File: config.mk
export PLATFORM = sky130hd
export DESIGN_NAME = node_packet_injector
export DESIGN_NICKNAME = d
export VERILOG_FILES = /design/src/rtl/node_packet_injector.sv
export SDC_FILE = /design/constraint.sdc
export NUM_CORES = 1
export LEC_CHECK = 0
export BUFFER_PORTS_ARGS = -buffer_cell sky130_fd_sc_hd__buf_2
export CORE_MARGIN = 5
export CORE_UTILIZATION = 56
export CTS_BUF_LIST = sky130_fd_sc_hd__clkbuf_8 sky130_fd_sc_hd__clkbuf_16
export CTS_CLUSTER_DIAMETER = 50
export DETAILED_ROUTE_END_ITERATION = 6
export PLACE_DENSITY = 0.78
export SYNTH_ARGS = -nofsm -noshare
export SYNTH_HDL_FRONTEND = slang
export SYNTH_SLANG_ARGS = --single-unit
File: constraint.sdc
create_clock -name clk -period 1.9 [get_ports clk]
set_input_delay 0.475 -clock clk [delete_from_list [all_inputs] [get_ports clk]]
set_output_delay 0.475 -clock clk [all_outputs]
set_load 0.01 [all_outputs]
File: src/rtl/node_packet_injector.sv
`timescale 1ns/1ps
// Bridge from a clocked valid/ready producer to an asynchronous NoC node dg port.
// Packets are queued in a small FIFO and handed over with a 4-phase bundled-data handshake.
module node_packet_injector #(
    parameter int WIDTH       = 8,
    parameter int DEPTH       = 4,
    parameter int SYNC_STAGES = 2
) (
    input  logic                     clk,
    input  logic                     rst,
    input  logic                     in_valid,
    input  logic [WIDTH-1:0]         in_data,
    output logic                     in_ready,
    output logic                     out_req,
    output logic [WIDTH-1:0]         out_data,
    input  logic                     out_ack,
    output logic [15:0]              sent_count,
    output logic [$clog2(DEPTH):0]   fifo_level
);

    localparam int AW = $clog2(DEPTH);
    localparam int LW = AW + 1;
    localparam logic [AW-1:0] PTR_ONE  = {{(AW-1){1'b0}}, 1'b1};
    localparam logic [LW-1:0] LVL_ONE  = {{(LW-1){1'b0}}, 1'b1};
    localparam logic [LW-1:0] LVL_FULL = LW'(DEPTH);

    typedef enum logic [1:0] {
        ST_IDLE   = 2'd0,
        ST_SETUP  = 2'd1,
        ST_REQ_HI = 2'd2,
        ST_ACK_HI = 2'd3
    } state_t;

    state_t                 state_r;
    state_t                 state_nxt_s;
    logic [SYNC_STAGES-1:0] sync_r;
    logic                   ack_s;
    logic [WIDTH-1:0]       mem_r [DEPTH];
    logic [AW-1:0]          wr_ptr_r;
    logic [AW-1:0]          rd_ptr_r;
    logic [LW-1:0]          level_r;
    logic [LW-1:0]          level_nxt_s;
    logic                   in_ready_r;
    logic                   push_s;
    logic                   pop_s;
    logic                   done_s;
    logic                   out_req_r;
    logic [WIDTH-1:0]       out_data_r;
    logic [15:0]            sent_count_r;

    assign push_s     = in_valid & in_ready_r;
    assign ack_s      = sync_r[SYNC_STAGES-1];
    assign in_ready   = in_ready_r;
    assign out_req    = out_req_r;
    assign out_data   = out_data_r;
    assign sent_count = sent_count_r;
    assign fifo_level = level_r;

    // Ack synchronizer: the node's acknowledge is asynchronous to clk.
    always_ff @(posedge clk or posedge rst) begin
        if (rst) begin
            sync_r <= {SYNC_STAGES{1'b0}};
        end else begin
            sync_r <= {sync_r[SYNC_STAGES-2:0], out_ack};
        end
    end

    // Handshake FSM next-state; a pop happens only when leaving IDLE with no stale ack.
    always_comb begin
        state_nxt_s = state_r;
        pop_s       = 1'b0;
        done_s      = 1'b0;
        case (state_r)
            ST_IDLE: begin
                if ((level_r != {LW{1'b0}}) && !ack_s) begin
                    pop_s       = 1'b1;
                    state_nxt_s = ST_SETUP;
                end else begin
                    state_nxt_s = ST_IDLE;
                end
            end
            ST_SETUP: begin
                state_nxt_s = ST_REQ_HI;
            end
            ST_REQ_HI: begin
                if (ack_s) begin
                    state_nxt_s = ST_ACK_HI;
                end else begin
                    state_nxt_s = ST_REQ_HI;
                end
            end
            ST_ACK_HI: begin
                if (!ack_s) begin
                    done_s      = 1'b1;
                    state_nxt_s = ST_IDLE;
                end else begin
                    state_nxt_s = ST_ACK_HI;
                end
            end
            default: begin
                state_nxt_s = ST_IDLE;
            end
        endcase
    end

    // FIFO occupancy next value; simultaneous push and pop leaves it unchanged.
    always_comb begin
        level_nxt_s = level_r;
        if (push_s && !pop_s) begin
            level_nxt_s = level_r + LVL_ONE;
        end else if (!push_s && pop_s) begin
            level_nxt_s = level_r - LVL_ONE;
        end else begin
            level_nxt_s = level_r;
        end
    end

    // FIFO storage; contents are don't-care until written, so no reset is needed.
    always_ff @(posedge clk) begin
        if (push_s) begin
            mem_r[wr_ptr_r] <= in_data;
        end
    end

    // FIFO pointers, occupancy and registered ready.
    always_ff @(posedge clk or posedge rst) begin
        if (rst) begin
            wr_ptr_r   <= {AW{1'b0}};
            rd_ptr_r   <= {AW{1'b0}};
            level_r    <= {LW{1'b0}};
            in_ready_r <= 1'b1;
        end else begin
            if (push_s) begin
                wr_ptr_r <= wr_ptr_r + PTR_ONE;
            end
            if (pop_s) begin
                rd_ptr_r <= rd_ptr_r + PTR_ONE;
            end
            level_r    <= level_nxt_s;
            in_ready_r <= (level_nxt_s != LVL_FULL);
        end
    end

    // FSM state and handshake outputs; out_data only loads on a pop, so it is
    // stable through SETUP, REQ_HI and ACK_HI.
    always_ff @(posedge clk or posedge rst) begin
        if (rst) begin
            state_r      <= ST_IDLE;
            out_req_r    <= 1'b0;
            out_data_r   <= {WIDTH{1'b0}};
            sent_count_r <= 16'h0000;
        end else begin
            state_r   <= state_nxt_s;
            out_req_r <= (state_nxt_s == ST_REQ_HI);
            if (pop_s) begin
                out_data_r <= mem_r[rd_ptr_r];
            end
            if (done_s) begin
                sent_count_r <= sent_count_r + 16'h0001;
            end
        end
    end

endmodule
# Word-level counts from Yosys, hierarchy flattened

Memories as Yosys holds them, arrays and structs flattened. A register that Yosys moved wholly into a read port is not among the register bits.
Cells that the tools add are included.
Widths: inputs -> output; s select.

Memories: 1
Memory bits (writable): 32
Logic and storage cells: 40
Output and inout bits: 29
Register bits after elaboration: 29
Bits of input ports: 12

Memories:

| name  | words | width | rd ports | clocked after Yosys merged registers in | wr ports | RTL line | text |
|---|---|---|---|---|---|---|---|
| mem_r | 4     | 8     | 1        | 1                                       | 1        | 38       | `logic [WIDTH-1:0] mem_r [DEPTH];` |

Reductions and logical operators: 8
Equal/unequal tests: 5
Bitwise gates (word level): 1
Multiplexer cells: 12
Add/sub/neg operators: 5

Operator list:

| cell                  | count |
|---|---|
| $add 16x1->16 const B | 1 |
| $mux 1                | 8 |
| $pmux 2 s4            | 1 |
| $eq 2x2->1 const B    | 3 |
| $mux 3                | 2 |
| $add 2x1->2 const B   | 2 |
| $add 3x1->3 const B   | 1 |
| $logic_and 1x1->1     | 3 |
| $logic_not 1->1       | 3 |
| $ne 3x3->1 const B    | 1 |
| $reduce_bool 3->1     | 1 |
| $sub 3x1->3 const B   | 1 |
| $eq 2x1->1 const B    | 1 |
| $logic_not 2->1       | 1 |
| $mux 2                | 1 |
| $and 1x1->1           | 1 |

# Logic depth before layout (Yosys ltp)

Gate-level depths: netlist of run 1.

Depth in word-level cells: 8
Depth in mapped cells: 7
Depth with buffers taken out: 6

# Least setup slack after synthesis of run 1

No wires, ideal clock.

Path type: reg-to-reg
From: register level_r[0] (netlist: fifo_level[0])
To: register out_data_r[0] (netlist: out_data[0]) (read register of mem_r)
Required time: 1,775 ps
Stages on the path, launching flop included: 7
Period minus slack after synthesis: 1,591 ps
Path slack: 309 ps
Data arrival time: 1,466 ps
Path buffers: 1
Setup time: 125 ps
Cell sequence: dfrtp_1 inv_1 ha_1 nand2b_1 and2_1 buf_4 mux2_2

Longest elaborated chain between the ends: 4

Ends and longest elaborated chain:

| what                   | RTL line | text |
|---|---|---|
| from (decl)            | 41       | `logic [LW-1:0] level_r;` |
| from (signal assigned) | 130      | `level_r <= {LW{1'b0}};` |
| from (signal assigned) | 139      | `level_r <= level_nxt_s;` |
| $reduce_bool 3->1      | 75       | `if ((level_r != {LW{1'b0}}) && !ack_s) begin` |
| $logic_and 1x1->1      | 75       |  |
| $mux 1                 | 75       |  |
| $mux 1                 | 73       | `case (state_r)` |
| to (decl)              | 48       | `logic [WIDTH-1:0] out_data_r;` |

Every way passes these cells.
A chain may end at the register's enable or synchronous reset.

# Worst setup path after layout of run 1

From: register level_r[1] (netlist: fifo_level[1])
To: register out_data_r[3] (netlist: out_data[3]) (read register of mem_r)

Same word-level chain as after synthesis.

==> results of run 1 <==
## cells by family (layout without fill, tap and decap cells)
| group | count (synthesis) | in the layout | synth area share [%] |
|---|---|---|---|
| xor+xnor | 19 | 19 | 6.07 |
| flops | 69 | 69 | 65.9 |
| mux | 20 | 20 | 10.9 |
| buf+inv | 11 | 69 | 1.62 |
| simple gates | 53 | 53 | 10.6 |
| fa+ha+maj | 8 | 8 | 3.50 |
| compound gates | 6 | 6 | 1.40 |
## cells in the mapped netlist
library cell	count	area share, %
dfrtp_1	36	31
edfxtp_1	32	34
nand2_1	16	2.1
xnor2_1	15	4.6
mux2_2	9	3.5
ha_1	8	3.5
inv_1	8	1.0
mux4_2	8	6.3
and3_1	7	1.5
nor2_1	7	0.92
nand3_1	5	0.87
nand4_1	4	0.87
mux2i_1	3	1.0
xor2_1	3	0.92
nand2b_1	2	0.44
a211o_1	1	0.31
a21boi_0	1	0.26
a21oi_1	1	0.17
and2_1	1	0.22
buf_1	1	0.13
buf_2	1	0.17
buf_4	1	0.26
dfstp_2	1	0.92
nand2b_4	1	0.48
nand3b_4	1	0.70
nor2b_1	1	0.22
nor2b_2	1	0.31
nor3_1	1	0.17
nor4_1	1	0.22
nor4_2	1	0.44
nor4b_1	1	0.31
o211ai_1	1	0.26
o21ai_0	1	0.17
o22ai_1	1	0.22
or2_2	1	0.22
or3_1	1	0.22
or4_4	1	0.39
xnor2_2	1	0.57
## through the flow
step,utilization [%],hold WS (ns),area [um2]
final,67.4,0.231,3400
after global routing,67.4,0.212,3400
after CTS,67.4,0.218,3400
after detailed placement,62.9,0.337,3170
after global placement,62.9,0.334,3170
after floorplan,-,0.331,2860
## routing by layer
metal | vias up | global-route usage (%) | share of wire (%) | routed length (um)
li1 | 774 | - | - | -
met1 | 800 | 22.3 | 45 | 2190
met2 | 35 | 26.0 | 49 | 2390
met3 | 10 | 4.82 | 5.1 | 251
met4 | 0 | 9.63 | 1.6 | 77
met5 | - | 0 | 0 | 0
## worst paths after layout
kind / start / end / slack, ns / cells past startpoint
max in group asynchronous: rst / in_ready$_DFF_PP1_ / 1.31 / 3
worst max-delay path: fifo_level[1]$_DFF_PP0_ / out_data[3]$_DFFE_PP0P_ / 0.11 / 5
min in group asynchronous: rst / sent_count[2]$_DFFE_PP0P_ / 0.24 / 3
worst min register to register: sync_r[0]$_DFF_PP0_ / sync_r[1]$_DFF_PP0_ / 0.36 / 0
worst min-delay path: out_ack / sync_r[0]$_DFF_PP0_ / 0.23 / 1
worst max register to register: fifo_level[1]$_DFF_PP0_ / out_data[3]$_DFFE_PP0P_ / 0.11 / 5
## registers in the layout (all words and copies together) (netlist names)
| name | flops |
|---|---|
| sync_r | 2 |
| sent_count | 16 |
| wr_ptr_r | 2 |
| out_data | 8 |
| out_req | 1 |
| mem_r | 32 |
| fifo_level | 3 |
| in_ready | 1 |
| rd_ptr_r | 2 |
| state_r | 2 |
## power by group through the flow
| stage | Combinational, W | Clock, W | Sequential, W |
|---|---|---|---|
| 2_1_floorplan | 0.000863 | 0 | 0.00228 |
| 3_3_place_gp | 0.00132 | 0 | 0.00226 |
| 3_5_place_dp | 0.00137 | 0 | 0.00227 |
| 4_1_cts | 0.00138 | 0.00134 | 0.00225 |
| 5_1_grt | 0.00150 | 0.00142 | 0.00230 |
| 6_report | 0.00135 | 0.00132 | 0.00224 |
## layout make-up
cell class,count,area [um2]
Timing Repair Buffer,45,238
Clock buffer,10,138
Sequential cell,69,1890
Fill cell,362,1650
Multi-Input combinational cell,106,930
Tap cell,70,87.6
Clock inverter,6,86.3
Inverter,8,30.0
==> results.json, run 1 <==
{
  "timing.final.max_slew_violations": 0,
  "crit_buf_inv": 1,
  "grt_antenna_before_repair": 0,
  "setup_violations": 0,
  "chipWidth_um": 81.5,
  "htree_num_levels": 3,
  "static-leakage-power_nw": 1.48,
  "grt_pass1_vias": 1625,
  "final_cells": 314,
  "nets": 259,
  "max_freq_ghz": 0.560,
  "setup.worst_path.start_class": "flip-flop",
  "layout_min_cycle_time_ns": 1.79,
  "grtUsageTotal_pct": 17.2,
  "average_wire_length_per_cell_after_detail_routing_um": 15.6,
  "die-height_um": 81.5,
  "pin_count_of_the_biggest_net_entering_global_routing": 38,
  "critical-path-top-delay-family": "simple AND/OR/NAND/NOR gates",
  "cts.sinks": 69,
  "syn_nets": 206,
  "power.switching_fraction_pct": 30.5,
  "final_hold_viol_count": 0,
  "detail_route.drc_violations": 0,
  "drtPass1Iterations": 4,
  "slowest_stage": "and2_1",
  "timing.critical_path.fanout_max": 10,
  "max_slew_margin_pct": 68.4,
  "area_delta_synth_final_pct": 18.6,
  "drtAntennaViolNets": 0,
  "max-clock-path-buffers": 2,
  "postCtsResizedCells": 0,
  "power_report.internal_total_w": 0.00341,
  "drv_cap": 0,
  "status": "finished, final reports clean",
  "core_rows": 26,
  "globalplace.congestion": 0.733,
  "post-cts-setup-buffer-count": 0,
  "drt_iter0_markers": 77,
  "start_util_pct": 56.8,
  "vdd_drop_max_mv": 1.02,
  "crit_path_end_kind": "flip-flop",
  "clkPwrFrac_pct": 26.9,
  "crit_required_ns": 2.13,
  "hold_buffers": 0,
  "tightestPinTransition_ns": 0.469,
  "layout.cells.most_common": "buf_2",
  "routed_via_density": 5.16,
  "critical_path.cell_chain": "inv_1 -> ha_1 -> nand2b_1 -> and2_1 -> mux2_2",
  "clock_tree_from_tritoncts": "built",
  "post_place_setup_slack_ns": 0.0885,
  "clock_latency_ns": 0.34,
  "crit_path_max_incr_delay_ns": 0.45,
  "synth_area_um2": 2860,
  "dpl.hpwl_mm": 3.35,
  "worst_clock_skew_ns": 0.00446,
  "globalRouteOverflowTotal": 0,
  "pin_count": 41,
  "synth_cell_types": 38,
  "setup-tns-final_ns": 0,
  "dp_cells": 298,
  "most-common-layout-cells": "buf_2 (40), dfrtp_1 (36), edfxtp_1 (32)",
  "yosys_warnings": 0,
  "portBuffers": 40,
  "root_buffer": "clkbuf_8",
  "postSynthCellCount": 186,
  "rsz_0062_raised_after_global_routing": "false",
  "total_core_area_um2": 5040,
  "avg_inst_size_synth_um2": 15.4,
  "timing.setup.critical_path_class": "reg2reg",
  "hold_class": "in2reg",
  "tritoncts.num_buffers": 9,
  "pwr_density_cell_nw_per_um2": 1440,
  "worst_slack_ns": 0.114,
  "post_route_cells_drive_above_1_share_pct": 35.2,
  "netSwitchingPower_w": 0.00150,
  "cp_data_arrival_time_ns": 2.02,
  "diodes": 0,
  "grt_first_pass_wirelength_mm": 8.08,
  "logic_gate_share_of_total_power_pct": 27.5,
  "seq_area_frac_synth_pct": 65.9,
  "route.final.wire_length_mm": 4.91,
  "vias": 1619,
  "post-layout-total-power_w": 0.00491,
  "die_footprint_um2": 6640,
  "clk_pin_slew_ns": 0.07,
  "pwr-share-seq_pct": 45.6,
  "yosys_register_bits": 69,
  "timing.final.crit_share_pct": 94.0
}
Power figures use the tool's default switching activity.
==> inputs of run 2 (changes only) <==
GPL_TIMING_DRIVEN = 0   (was not set)
==> results.json, run 2 (synthesis gave the netlist of run 1 again) <==
{
  "logic_gate_share_of_total_power_pct": 28.2,
  "worst_clock_skew_ns": 0.00501,
  "timing.final.max_slew_violations": 0,
  "grt_pass1_vias": 1618,
  "route.final.wire_length_mm": 4.91,
  "hold_buffers": 0,
  "n_fill_cell": 381,
  "clock_latency_ns": 0.33,
  "rsz_0062_raised_after_global_routing": "false",
  "clock_tree_from_tritoncts": "built",
  "clkPwrFrac_pct": 24.8,
  "total_core_area_um2": 5040,
  "critical_path.cell_chain": "inv_1 -> ha_1 -> nand2b_1 -> and2_1 -> buf_4 -> mux2_2",
  "pwr-share-seq_pct": 47.0,
  "timing.setup.critical_path_class": "reg2reg",
  "htree_num_levels": 3,
  "crit_required_ns": 2.12,
  "crit_buf_inv": 2,
  "nets": 257,
  "grt_antenna_before_repair": 0,
  "layout.cells.most_common": "buf_2",
  "static-leakage-power_nw": 1.44,
  "setup-tns-final_ns": 0,
  "average_wire_length_per_cell_after_detail_routing_um": 15.7,
  "setup.worst_path.start_class": "flip-flop",
  "tritoncts.num_buffers": 9,
  "clk_pin_slew_ns": 0.07,
  "netSwitchingPower_w": 0.00150,
  "power.switching_fraction_pct": 31.8,
  "max_freq_ghz": 0.578,
  "portBuffers": 40,
  "diodes": 0,
  "final_cells": 312,
  "die-height_um": 81.5,
  "post_route_cells_drive_above_1_share_pct": 35.1,
  "dp_cells": 296,
  "vias": 1610,
  "hold-path-cell-count": 1,
  "power_report.internal_total_w": 0.00322,
  "max_slew_margin_pct": 47.2,
  "drv_cap": 0,
  "timing.critical_path.fanout_max": 10,
  "layout_min_cycle_time_ns": 1.73,
  "cp_data_arrival_time_ns": 1.95,
  "registers.top_by_ff_count": "mem_r",
  "drt_iter0_markers": 78,
  "drtPass1Iterations": 4,
  "pin_count_of_the_biggest_net_entering_global_routing": 38,
  "routed_via_density": 5.16,
  "rr_worst_depth": 6,
  "hold_class": "in2reg",
  "pin_count": 41,
  "globalRouteOverflowTotal": 0,
  "crit_path_max_incr_delay_ns": 0.46,
  "slowest_stage": "dfrtp_1",
  "critical_path.reg2reg.startpoint": "fifo_level[0]$_DFF_PP0_",
  "timing.final.crit_share_pct": 91.1,
  "crit_path_end_kind": "flip-flop",
  "globalplace.congestion": 0.763,
  "min-delay-start": "out_ack",
  "setup.worst_path.start": "fifo_level[0]$_DFF_PP0_",
  "detail_route.drc_violations": 0,
  "root_buffer": "clkbuf_8",
  "core_rows": 26,
  "chipWidth_um": 81.5,
  "grtUsageTotal_pct": 16.7,
  "max-clock-path-buffers": 2,
  "dpl.hpwl_mm": 3.39,
  "critical-path-top-delay-family": "flip-flops",
  "final_hold_viol_count": 0,
  "die_footprint_um2": 6640,
  "grt_first_pass_wirelength_mm": 7.89,
  "status": "finished, final reports clean",
  "pwr_density_cell_nw_per_um2": 1410,
  "most-common-layout-cells": "buf_2 (41), dfrtp_1 (36), edfxtp_1 (32)",
  "critical_path_depth": 6,
  "tightestPinTransition_ns": 0.791,
  "cts.sinks": 69,
  "start_util_pct": 56.8,
  "number_of_flip_flops_under_the_largest_register_name": 32,
  "vdd_drop_max_mv": 0.763,
  "area_delta_synth_final_pct": 17.2,
  "drtAntennaViolNets": 0,
  "setup_violations": 0
}
run 2: final cells by class:
type,count,area (um2),share of cell area (%)
buffer,3,16.3,0.485
clock inverter,7,75.1,2.24
timing repair buffer,40,200,5.97
clock buffer,9,124,3.69
inverter,8,30.0,0.895
multi-input combinational,106,935,27.9
tap,70,87.6,2.61
sequential,69,1890,56.3
run 2: power groups by stage:
stage	Combinational, W	Clock [W]	Sequential [W]
global route	0.00147	0.00128	0.00227
CTS	0.00136	0.00119	0.00222
finish	0.00133	0.00117	0.00222
detailed placement	0.00136	0	0.00225
global placement	0.00131	0	0.00222
floorplan	0.000863	0	0.00228
run 2: layer usage:
layer  up-vias  track usage [%]  part of all wire [%]
met3         8             4.61                   4.0
met5         -                0                     0
met2        33             26.7                    51
li1        773                -                     -
met4         0             8.61                   1.8
met1       796             20.8                    43
run 2: through the flow:
stage | worst slack (ns) | instance area, um2 | hold WS [ns] | total power [W] | utilization, %
6_report | 0.170 | 3360 | 0.245 | 0.00472 | 66.6
5_1_grt | 0.0560 | 3360 | 0.225 | 0.00501 | 66.6
4_1_cts | 0.0971 | 3350 | 0.231 | 0.00477 | 66.5
3_5_place_dp | 0.104 | 3150 | 0.339 | 0.00360 | 62.5
3_3_place_gp | 0.0216 | 3150 | 0.336 | 0.00353 | 62.5
2_1_floorplan | 0.309 | 2860 | 0.331 | 0.00315 | -
run 2: worst reg2reg max path: cells and delay by family (launching register included):
| family | cells | cell delay, ns |
|---|---|---|
| fa+ha+maj | 1 | 0.23 |
| flops | 1 | 0.46 |
| simple gates | 2 | 0.27 |
| mux | 1 | 0.35 |
| buf+inv | 2 | 0.31 |
run 2: repair_timing:
action | 4_1_cts | 5_1_grt
endpoints found under the setup margin | 0 | 6
buffers inserted | 0 | 0
gates resized for setup | 0 | 1
run 2: path summary, 6_finish.rpt:
check / to / slack [ns]
hold / removal: sync_r[0]$_DFF_PP0_ / 0.25
min in group asynchronous: sent_count[5]$_DFFE_PP0P_ / 0.28
setup / recovery: out_data[5]$_DFFE_PP0P_ / 0.17
setup reg to reg: out_data[5]$_DFFE_PP0P_ / 0.17
hold reg to reg: sync_r[1]$_DFF_PP0_ / 0.36
max in group asynchronous: rd_ptr_r[1]$_DFFE_PP0P_ / 1.12
